File: src/rtl/spi_txn_if.sv
// Request/response and SPI pin bundle for the soft SPI master.
// master = requester side, slave = the transaction controller.
interface spi_txn_if #(
    parameter int DATA_W = 8
);
    logic              start;
    logic [DATA_W-1:0] tx_data;
    logic              cpol;
    logic              cpha;
    logic              MISO;
    logic              SCLK;
    logic              MOSI;
    logic              CS_N;
    logic              busy;
    logic              done;
    logic [DATA_W-1:0] rx_data;

    modport master (
        output start, tx_data, cpol, cpha, MISO,
        input  SCLK, MOSI, CS_N, busy, done, rx_data
    );

    modport slave (
        input  start, tx_data, cpol, cpha, MISO,
        output SCLK, MOSI, CS_N, busy, done, rx_data
    );
endinterface

File: src/rtl/spi_txn_controller.sv
// Single-byte CS_N-framed SPI exchange with CPOL/CPHA modes
// and a divided, registered SCLK.
module spi_txn_controller #(
    parameter int DATA_W   = 8,
    parameter int CLK_DIV  = 2,
    parameter int CS_SETUP = 3,
    parameter int CS_HOLD  = 3
) (
    input logic      CLOCK_50,
    input logic      reset,
    spi_txn_if.slave bus
);
    localparam int EW = $clog2(2 * DATA_W) + 1;
    localparam int HW = (CLK_DIV > 1) ? $clog2(CLK_DIV) : 1;
    localparam int CS_MAX =
        (CS_SETUP > CS_HOLD) ? CS_SETUP : CS_HOLD;
    localparam int PW = (CS_MAX > 1) ? $clog2(CS_MAX) : 1;

    localparam logic [EW-1:0] LAST_EDGE = EW'(2 * DATA_W);
    localparam logic [HW-1:0] HALF_END  = HW'(CLK_DIV - 1);
    localparam logic [PW-1:0] SETUP_END = PW'(CS_SETUP - 1);
    localparam logic [PW-1:0] HOLD_END  = PW'(CS_HOLD - 1);

    typedef enum logic [1:0] {IDLE, SETUP, XFER, HOLD} state_t;

    state_t            state;
    logic [PW-1:0]     ph_cnt;
    logic [HW-1:0]     half_cnt;
    logic [EW-1:0]     edge_cnt;
    logic [EW-1:0]     edge_nx;
    logic [DATA_W-1:0] tx_sr;
    logic [DATA_W-1:0] rx_sr;
    logic [DATA_W-1:0] rx_q;
    logic              cpol_q;
    logic              cpha_q;
    logic              sclk_q;
    logic              mosi_q;
    logic              cs_n_q;
    logic              busy_q;
    logic              done_q;
    logic              capture;

    assign edge_nx = edge_cnt + EW'(1);
    // Odd edges are leading: capture there for cpha=0, trailing for cpha=1
    assign capture = edge_nx[0] ^ cpha_q;

    always_ff @(posedge CLOCK_50) begin
        if (reset) begin
            state    <= IDLE;
            ph_cnt   <= '0;
            half_cnt <= '0;
            edge_cnt <= '0;
            tx_sr    <= '0;
            rx_sr    <= '0;
            rx_q     <= '0;
            cpol_q   <= 1'b0;
            cpha_q   <= 1'b0;
            sclk_q   <= 1'b1;
            mosi_q   <= 1'b0;
            cs_n_q   <= 1'b1;
            busy_q   <= 1'b0;
            done_q   <= 1'b0;
        end else begin
            done_q <= 1'b0;
            unique case (state)
                IDLE: begin
                    sclk_q <= bus.cpol;
                    mosi_q <= 1'b0;
                    if (bus.start) begin
                        state  <= SETUP;
                        ph_cnt <= '0;
                        tx_sr  <= bus.tx_data;
                        rx_sr  <= '0;
                        cpol_q <= bus.cpol;
                        cpha_q <= bus.cpha;
                        mosi_q <= bus.cpha ? 1'b0
                                  : bus.tx_data[DATA_W-1];
                        cs_n_q <= 1'b0;
                        busy_q <= 1'b1;
                    end
                end
                SETUP: begin
                    if (ph_cnt == SETUP_END) begin
                        state    <= XFER;
                        half_cnt <= '0;
                        edge_cnt <= '0;
                    end else begin
                        ph_cnt <= ph_cnt + PW'(1);
                    end
                end
                XFER: begin
                    if (half_cnt != HALF_END) begin
                        half_cnt <= half_cnt + HW'(1);
                    end else begin
                        half_cnt <= '0;
                        edge_cnt <= edge_nx;
                        sclk_q   <= ~sclk_q;
                        if (capture) begin
                            rx_sr <= {rx_sr[DATA_W-2:0], bus.MISO};
                        end else if (edge_nx != LAST_EDGE) begin
                            // cpha=0 already shows the MSB, so step one ahead
                            mosi_q <= cpha_q ? tx_sr[DATA_W-1]
                                      : tx_sr[DATA_W-2];
                            tx_sr  <= tx_sr << 1;
                        end
                        if (edge_nx == LAST_EDGE) begin
                            state  <= HOLD;
                            ph_cnt <= '0;
                        end
                    end
                end
                HOLD: begin
                    if (ph_cnt == HOLD_END) begin
                        state  <= IDLE;
                        cs_n_q <= 1'b1;
                        busy_q <= 1'b0;
                        done_q <= 1'b1;
                        rx_q   <= rx_sr;
                        mosi_q <= 1'b0;
                    end else begin
                        ph_cnt <= ph_cnt + PW'(1);
                    end
                end
            endcase
        end
    end

    assign bus.SCLK    = sclk_q;
    assign bus.MOSI    = mosi_q;
    assign bus.CS_N    = cs_n_q;
    assign bus.busy    = busy_q;
    assign bus.done    = done_q;
    assign bus.rx_data = rx_q;
endmodule

File: src/flat_wrapper.sv
// flat-port wrapper written by rule: the top's interface ports become plain ports
module spi_txn_controller_flat 
#(
    parameter int DATA_W   = 8,
    parameter int CLK_DIV  = 2,
    parameter int CS_SETUP = 3,
    parameter int CS_HOLD  = 3
)
  (CLOCK_50, reset, bus_start, bus_tx_data, bus_cpol, bus_cpha, bus_MISO, bus_SCLK, bus_MOSI, bus_CS_N, bus_busy, bus_done, bus_rx_data);
  spi_txn_if #(.DATA_W(DATA_W)) bus_i ();
  input logic CLOCK_50;
  input logic reset;
  input wire logic [$bits(bus_i.start)-1:0] bus_start;
  input wire logic [$bits(bus_i.tx_data)-1:0] bus_tx_data;
  input wire logic [$bits(bus_i.cpol)-1:0] bus_cpol;
  input wire logic [$bits(bus_i.cpha)-1:0] bus_cpha;
  input wire logic [$bits(bus_i.MISO)-1:0] bus_MISO;
  output wire logic [$bits(bus_i.SCLK)-1:0] bus_SCLK;
  output wire logic [$bits(bus_i.MOSI)-1:0] bus_MOSI;
  output wire logic [$bits(bus_i.CS_N)-1:0] bus_CS_N;
  output wire logic [$bits(bus_i.busy)-1:0] bus_busy;
  output wire logic [$bits(bus_i.done)-1:0] bus_done;
  output wire logic [$bits(bus_i.rx_data)-1:0] bus_rx_data;
  assign bus_i.start = bus_start;
  assign bus_i.tx_data = bus_tx_data;
  assign bus_i.cpol = bus_cpol;
  assign bus_i.cpha = bus_cpha;
  assign bus_i.MISO = bus_MISO;
  assign bus_SCLK = bus_i.SCLK;
  assign bus_MOSI = bus_i.MOSI;
  assign bus_CS_N = bus_i.CS_N;
  assign bus_busy = bus_i.busy;
  assign bus_done = bus_i.done;
  assign bus_rx_data = bus_i.rx_data;
  spi_txn_controller #(.DATA_W(DATA_W), .CLK_DIV(CLK_DIV), .CS_SETUP(CS_SETUP), .CS_HOLD(CS_HOLD)) u_core (.CLOCK_50(CLOCK_50), .reset(reset), .bus(bus_i));
endmodule
File: config.mk
export PLATFORM = sky130hd
export DESIGN_NAME = spi_txn_controller_flat
export DESIGN_NICKNAME = d
export VERILOG_FILES = /design/src/rtl/spi_txn_if.sv /design/src/rtl/spi_txn_controller.sv /design/src/flat_wrapper.sv
export SDC_FILE = /design/constraint.sdc
export NUM_CORES = 1
export LEC_CHECK = 0
export CORE_UTILIZATION = 30
export DETAILED_ROUTE_END_ITERATION = 12
export DONT_BUFFER_PORTS = 1
export PLACE_DENSITY_LB_ADDON = 0.2
export SLEW_MARGIN = 40
export SYNTH_ARGS = -nofsm -noshare
export SYNTH_HDL_FRONTEND = slang
export SYNTH_SLANG_ARGS = --single-unit
File: constraint.sdc
create_clock -name CLOCK_50 -period 2.2 [get_ports CLOCK_50]
set_clock_uncertainty 0.05 [all_clocks]
set_input_delay 0.11 -clock CLOCK_50 [delete_from_list [all_inputs] [get_ports CLOCK_50]]
set_output_delay 0.11 -clock CLOCK_50 [all_outputs]
set_load 0.02 [all_outputs]
# Word-level counts from Yosys, hierarchy flattened
# Index checks and enable logic that the tools add are counted.
# word_totals
register_bits	40
output_inout_bits	13
elab_cells	93
# classes
muxes	41
reduce_logical	18
addsub	3
bitwise_logic	3
eq_ne	15
# ops
operator	n
8-bit two-way mux	7
8-bit case mux with 2 select lines	2
2-bit two-way mux	9
5-bit AND reduction	3
1-bit two-way mux	13
2-bit by 1-bit != test with 1-bit output (second input constant)	6
5-bit two-way mux	2
5-bit case mux with 2 select lines	1
1-bit case mux with 2 select lines	4
2-bit case mux with 4 select lines	1
2-bit AND reduction	4
4-bit AND reduction	2
2-bit equality test (second input constant)	3
2-bit != test (second input constant)	3
2-bit case mux with 3 select lines	1
3-bit AND reduction	2
2-bit nonzero test	3
5-bit by 1-bit adder with 5-bit output (second input constant)	1
5-bit equality test (second input constant)	1
5-bit != test (second input constant)	1
2-bit OR reduction	2
1-bit case mux with 3 select lines	1
3-bit nonzero test	1
2-bit by 1-bit adder with 2-bit output (second input constant)	1
5 further kinds	6

# Depth between registers and ports, before layout
# Gate-level depths: netlist of run 1.
# logic_depth
word_depth	6
depth_mapped	9
depth_no_buf	7

# Worst setup path after synthesis of run 1
# No wires, ideal clock.
# synth_timing
path_kind	flip-flop to flip-flop
from	register u_core.state[0]
to	register u_core.tx_sr[6]
setup_ns	0.079
setup_slack_ns	0.412
t_arrival_ns	1.659
path_buffers	2
required_ns	2.071
synth_period_minus_slack_ns	1.788
stages_incl_launch_ff	10
path_cell_list	dfxtp_1 > inv_1 > ha_1 > nand2b_1 > buf_2 > o21ai_1 > a211oi_4 > buf_6 > nor2_1 > a211oi_2
# synth_via
elab_chain_cells	3
word_cells_on_any_way	9
# synth_rtl
item	line_no	rtl
start: declaration	spi_txn_controller.sv:26	state_t state;
start signal: assignment	spi_txn_controller.sv:49	state <= IDLE;
start signal: assignment	spi_txn_controller.sv:70	state <= SETUP;
start signal: assignment	spi_txn_controller.sv:84	state <= XFER;
2-bit equality test / 2-bit logical NOT (equally long branches)	spi_txn_controller.sv:65	unique case (state)
2-bit != test (no source line) (tied with other cells)	n/a	
5-bit AND reduction (no source line)	n/a	
end signal: assignment	spi_txn_controller.sv:72	tx_sr <= bus.tx_data;
end signal: assignment	spi_txn_controller.sv:104	tx_sr <= tx_sr << 1;
end: declaration	spi_txn_controller.sv:31	logic [DATA_W-1:0] tx_sr;
# Several ways; a longest one is shown, not always the timed one.
# A chain may end at the register's enable or synchronous reset.

# Worst setup path in the final report of run 1
# layout_timing
from	register u_core.state[0]
to	register u_core.rx_sr[5]
# layout_via
elab_chain_cells	3
word_cells_on_any_way	8
# layout_rtl
item	line_no	rtl
2-bit equality test / 2-bit logical NOT (equally long branches)	spi_txn_controller.sv:65	
2-bit by 1-bit != test with 1-bit output (no source line) (tied with other cells)	n/a	
4-bit AND reduction (no source line)	n/a	
end signal: assignment	spi_txn_controller.sv:99	rx_sr <= {rx_sr[DATA_W-2:0], bus.MISO};
end: declaration	spi_txn_controller.sv:32	logic [DATA_W-1:0] rx_sr;
# Several ways; a longest one is shown, not always the timed one.

==> results.cfg, run 1 <==
[drt]
vias = 1551
wl_um = 4330
via_per_inst = 5.14
drtIter0Drc = 102
final_antenna_net_count = 0
drt_first_pass_iters = 4
wire_per_inst_um = 14.3
drc = 0

[floorplan]
rows = 28
die_h_um = 81.6
die_width_um = 81.6
start_util = 0.315
ios = 27
die_area_um2 = 6650
coreArea_um2 = 6030

[outcome]
outcome = finished, final reports clean

[sta]
tightest_slew_ns = 0.549
setup_viol = 0
final.period_utilization = 0.905
finalWorstPathRequiredPeriod_ns = 1.99
grt_setup_unrepaired = no
max_freq_mhz = 502
maxSlewHeadroom = 0.632
slew_viol_final = 0
hold_viol = 0
fin_tns_setup_ns = 0
whs_ns = 0.00695

[worst_setup_path]
crit_slowest_cell = nor2_1
crit_required_ns = 2.38
startpoint_type = register
critPathMaxStageDelay_ns = 0.45
crit_type = reg2reg
path_delay_family = simple AND/OR/NAND/NOR gates
path_cells = inv_1 > ha_1 > nand2b_1 > buf_4 > nand3_1 > nor2_1 > a22oi_1 > nor2_1
crit_fanout = 8
worstPathArrival_ns = 2.17
cp_num_buf_inv = 2
end_kind = register
critPathMostFrequentCell = nor2_1

[place]
portBuffers = 0
dp_cells = 287
place_congestion = 0.778
place_area_um2 = 1990
place_hpwl_um = 2910

[power]
power_leakage_nw = 0.749
total_power_mw = 2.57
clkPwrFrac = 0.182
swShare = 0.388
power_density_nw_per_um2 = 1180
internal-power_mw = 1.57
peakVddDrop_mv = 0.583
combPwrFrac = 0.441
p_sw_mw = 0.996
sequentialPowerShare = 0.377

[clock_tree]
clock_latency_ns = 0.29
clkTransAtPathRegs_ns = 0.08
cts.sinks = 40
ctsRootBufferMaster = clkbuf_8
cts_buffer_depth = 2
htree_levels = 2
cts_buffers = 5
tritoncts = built

[logic_synthesis]
syn_nets = 238
synth.avg_cell_area_um2 = 8.71
synthCells = 218
seq_area_frac_synth = 0.422
synth_warnings = 0
synth-seq-cells = 40
synth_edf_count = 0
ys_async_sr_fraction = 0
synth_cell_types = 42
syn_area_um2 = 1900
ys.flop_type = dfxtp_1

[flow_run]
drv_cap = 0

[grt]
grt_pass1_wl_um = 7250
gr-total-overflow = 0
grt_usage = 0.142
grt_pass1_vias = 1504
grt_max_degree = 44
antenna_found_initial = 0

[final_layout]
final_area_um2 = 2170
final_layout_size_suffix_gt1_frac = 0.123
fin_nets = 247
final.fill_count = 639
fin_cells = 302
area_delta_synth_final_pct = 14.2
diodes = 0

[hold_path]
hold_path_class = in2reg
[power by group through the flow]
stage / Clock [mW] / Sequential, mW / Combinational (mW)
2_1_floorplan: 0 / 0.947 / 0.845
3_3_place_gp: 0 / 0.986 / 1.03
3_5_place_dp: 0 / 0.987 / 1.03
4_1_cts: 0.494 / 0.970 / 1.06
5_1_grt: 0.518 / 0.991 / 1.26
6_report: 0.467 / 0.969 / 1.13
[cells in the final DEF (no fill, tap or decap), drive strengths merged, types with 2 or more instances in the layout]
cell	n
dfxtp	40
nor2	27
a21oi	19
nand2	17
nand3	13
buf	10
a211oi	10
a22oi	9
nand2b	8
mux2i	8
ha	6
dlygate4sd3	6
o21ai	6
clkbuf	5
inv	4
nor2b	4
and3	3
a31oi	3
nand4b	2
o21bai	2
o211ai	2
nand4	2
a21o	2
nor3	2
o31ai	2
[timing repair]
item | 4_1_cts | 5_1_grt
gates resized for setup | 0 | 0
buffers inserted | 0 | 1
hold endpoints to repair | 40 | 0
hold buffers | 7 | 0
setup endpoints to repair | 0 | 3
[flip-flops by register name, summed over array words and instances, names as in the netlist]
register and cells:
u_core.half_cnt 1, u_core.bus.done 1, u_core.edge_cnt 5, u_core.bus.SCLK 1, u_core.state 2, u_core.bus.MOSI 1
u_core.cpha_q 1, u_core.bus.rx_data 8, u_core.tx_sr 8, u_core.rx_sr 8, u_core.bus.CS_N 1, u_core.ph_cnt 2
u_core.bus.busy 1
[logic make-up (layout without fill, tap and decap cells)]
| family | count (synthesis) | count (layout) | share of synthesized area |
|---|---|---|---|
| flip-flops | 40 | 40 | 0.422 |
| multiplexers | 9 | 9 | 0.0481 |
| AO/OA/AOI/OAI | 60 | 60 | 0.225 |
| AND/OR/NAND/NOR | 84 | 84 | 0.214 |
| XOR/XNOR | 1 | 1 | 0.00857 |
| adder cells (fa/ha/maj) | 6 | 6 | 0.0395 |
| buffers and inverters | 18 | 27 | 0.0428 |
[cells in the mapped netlist, drive strengths merged (2+ instances only)]
library cell | count | area share
inv | 4 | 0.0079
a21o | 2 | 0.0079
a22oi | 9 | 0.036
nor2b | 4 | 0.013
o21ai | 6 | 0.016
and3 | 3 | 0.0099
o31ai | 2 | 0.011
clkbuf | 8 | 0.016
nor2 | 27 | 0.053
nand2b | 8 | 0.026
o211ai | 2 | 0.0079
nand4 | 2 | 0.0066
nand3 | 13 | 0.034
a211oi | 10 | 0.054
buf | 6 | 0.019
a31oi | 3 | 0.0099
nand2 | 17 | 0.034
ha | 6 | 0.040
nand4b | 2 | 0.0092
a21oi | 19 | 0.050
nor3 | 2 | 0.0053
mux2i | 8 | 0.042
dfxtp | 40 | 0.42
o21bai | 2 | 0.0079
[area by class of cell]
cell class / count / area, um2 / share of cell area
clock buffers: 5 / 68.8 / 0.0317
repair buffers: 16 / 160 / 0.0739
clock inverters: 2 / 12.5 / 0.00577
inverters: 4 / 15.0 / 0.00692
flip-flops and latches: 40 / 801 / 0.369
well taps: 75 / 93.8 / 0.0433
multi-input cells: 160 / 1020 / 0.469
[worst paths after layout]
kind,slack (ns),to,cells past startpoint,from
worst min-delay path,0.007,u_core.tx_sr[3],2,bus_tx_data[3]
worst max register to register,0.21,u_core.rx_sr[5],8,u_core.state[0]
worst min register to register,0.44,u_core.bus.rx_data[7],2,u_core.rx_sr[7]
worst max-delay path,0.21,u_core.rx_sr[5],8,u_core.state[0]
[layer usage]
metal | up-vias | wire [um] | global-route usage
met3 | 5 | 279 | 0.0456
met5 | - | 0 | 0
met2 | 31 | 1850 | 0.223
li1 | 794 | - | -
met1 | 721 | 2150 | 0.186
met4 | 0 | 40 | 0.0421
[stage by stage]
step | worst slack [ns] | util
global route | 0.0213 | 0.360
CTS | 0.179 | 0.357
floorplan | 0.412 | -
global placement | 0.177 | 0.330
detailed placement | 0.197 | 0.330
finish | 0.208 | 0.360
(Power assumes the default switching activity.)
==> inputs of run 2 (changes only) <==
--- a/config.mk
+++ b/config.mk
@@ -5,6 +5,8 @@
 export SDC_FILE = /design/constraint.sdc
 export NUM_CORES = 1
 export LEC_CHECK = 0
+export CELL_PAD_IN_SITES_DETAIL_PLACEMENT = 0
+export CELL_PAD_IN_SITES_GLOBAL_PLACEMENT = 2
 export CORE_UTILIZATION = 30
 export DETAILED_ROUTE_END_ITERATION = 12
 export DONT_BUFFER_PORTS = 1
==> run 2 against run 1 <==
Non-clock buffer count shrank 1. Clock-buffer cell count is the same. Clock power increased by 30%.
==> results.cfg, run 2 (synthesized netlist as in run 1, its figures left out) <==
[final_layout]
final_area_um2 = 2180
multi_input_area_um2 = 1020
fin_nets = 246
final_common_cell = dfxtp_1
seq_area_um2 = 801
final_layout_size_suffix_gt1_frac = 0.123
diodes = 0
final_cell_mix = 40 x dfxtp_1, 26 x nor2_1, 19 x a21oi_1
final.fill_count = 643
area_delta_synth_final_pct = 15.0

[drt]
drc = 0
drtIter0Drc = 57
drt_first_pass_iters = 4
wire_per_inst_um = 14.8
vias = 1566
final_antenna_net_count = 0
wl_um = 4460
via_per_inst = 5.19

[worst_setup_path]
end_kind = register
startpoint_type = register
crit_required_ns = 2.38
crit_fanout = 13
worstPathArrival_ns = 2.23
crit_type = reg2reg

[sta]
hold_viol = 0
finalWorstPathRequiredPeriod_ns = 2.06
maxSlewHeadroom = 0.705
setup_viol = 0
grt_setup_unrepaired = no
fin_tns_setup_ns = 0
max_freq_mhz = 486
tightest_slew_ns = 0.440
slew_viol_final = 0
final.period_utilization = 0.934

[place]
portBuffers = 0
place_area_um2 = 1980
place_congestion = 0.750
place_hpwl_um = 3150

[grt]
antenna_found_initial = 0
grt_pass1_vias = 1610
grt_usage = 0.150
grt_pass1_wl_um = 7490
grt_max_degree = 44
gr-total-overflow = 0

[clock_tree]
clkTransAtPathRegs_ns = 0.08
postCtsSetupBuffers = 0
ctsRootBufferMaster = clkbuf_8
tritoncts = built
htree_levels = 2
cts_buffer_depth = 2
clock_latency_ns = 0.29
cts_buffers = 5
cts.sinks = 40

[floorplan]
start_util = 0.315
ios = 27
die_width_um = 81.6
die_area_um2 = 6650
die_h_um = 81.6
rows = 28
coreArea_um2 = 6030

[flow_run]
drv_cap = 0

[hold_path]
hold_path_class = in2reg

[power]
power_density_nw_per_um2 = 1190
peakVddDrop_mv = 0.402
power_leakage_nw = 0.751

[outcome]
outcome = finished, final reports clean
-- run 2: cell types whose count changed in the layout (fill, tap and decap cells not counted), sizes merged --
cell	before	now
buf	10	8
bufinv	0	1
dlygate4sd3	6	7
-- run 2: repair_timing --
item                       in CTS  in global routing
gates resized for setup         0                  1
hold buffers                    8                  0
setup endpoints to repair       0                  5
hold endpoints to repair       40                  0
-- run 2: path summary, 6_finish.rpt --
check | start | slack, ns | to | cells after the start
worst min register to register | u_core.rx_sr[7] | 0.43 | u_core.bus.rx_data[7] | 2
worst min-delay path | bus_tx_data[4] | 0.02 | u_core.tx_sr[4] | 2
worst max register to register | u_core.state[0] | 0.14 | u_core.tx_sr[0] | 6
worst max-delay path | u_core.state[0] | 0.14 | u_core.tx_sr[0] | 6
-- run 2: worst max-delay path, cell delays in order (launching register included) --
cell and delay, ns:
dfxtp_1 0.38, inv_1 0.08, ha_1 0.35, buf_4 0.24
nand4b_1 0.17, dlygate4sd3_1 0.57, a31oi_1 0.15
-- run 2: per-layer routing --
metal | track usage | part of all wire
met1 | 0.169 | 0.45
met5 | 0 | 0
met4 | 0.0579 | 0.016
met2 | 0.266 | 0.48
met3 | 0.0444 | 0.052
-- run 2: metrics by stage --
step	setup WS, ns	hold slack, ns	utilization	power (mW)	instances
after global placement	0.272	0.129	0.328	1.96	286
after CTS	0.122	0.0113	0.362	2.64	302
final	0.144	0.0171	0.362	2.61	302
after detailed placement	0.155	0.131	0.328	2.00	286
after floorplan	0.412	0.208	-	1.79	218
after global routing	0.0168	0.0238	0.362	2.82	302
-- run 2: area by class of cell --
| class | count | area share |
|---|---|---|
| multi-input cells | 160 | 0.467 |
| flip-flops and latches | 40 | 0.367 |
| repair buffers | 15 | 0.0653 |
| well taps | 75 | 0.0430 |
| clock buffers | 5 | 0.0315 |
| clock inverters | 3 | 0.0195 |
| inverters | 4 | 0.00688 |
-- run 2: report_power, final --
part	leakage (nW)	switching (mW)	internal (mW)	total, mW
registers	0.326	0.121	0.841	0.962
clock network	0.0541	0.270	0.336	0.606
logic	0.371	0.604	0.434	1.04
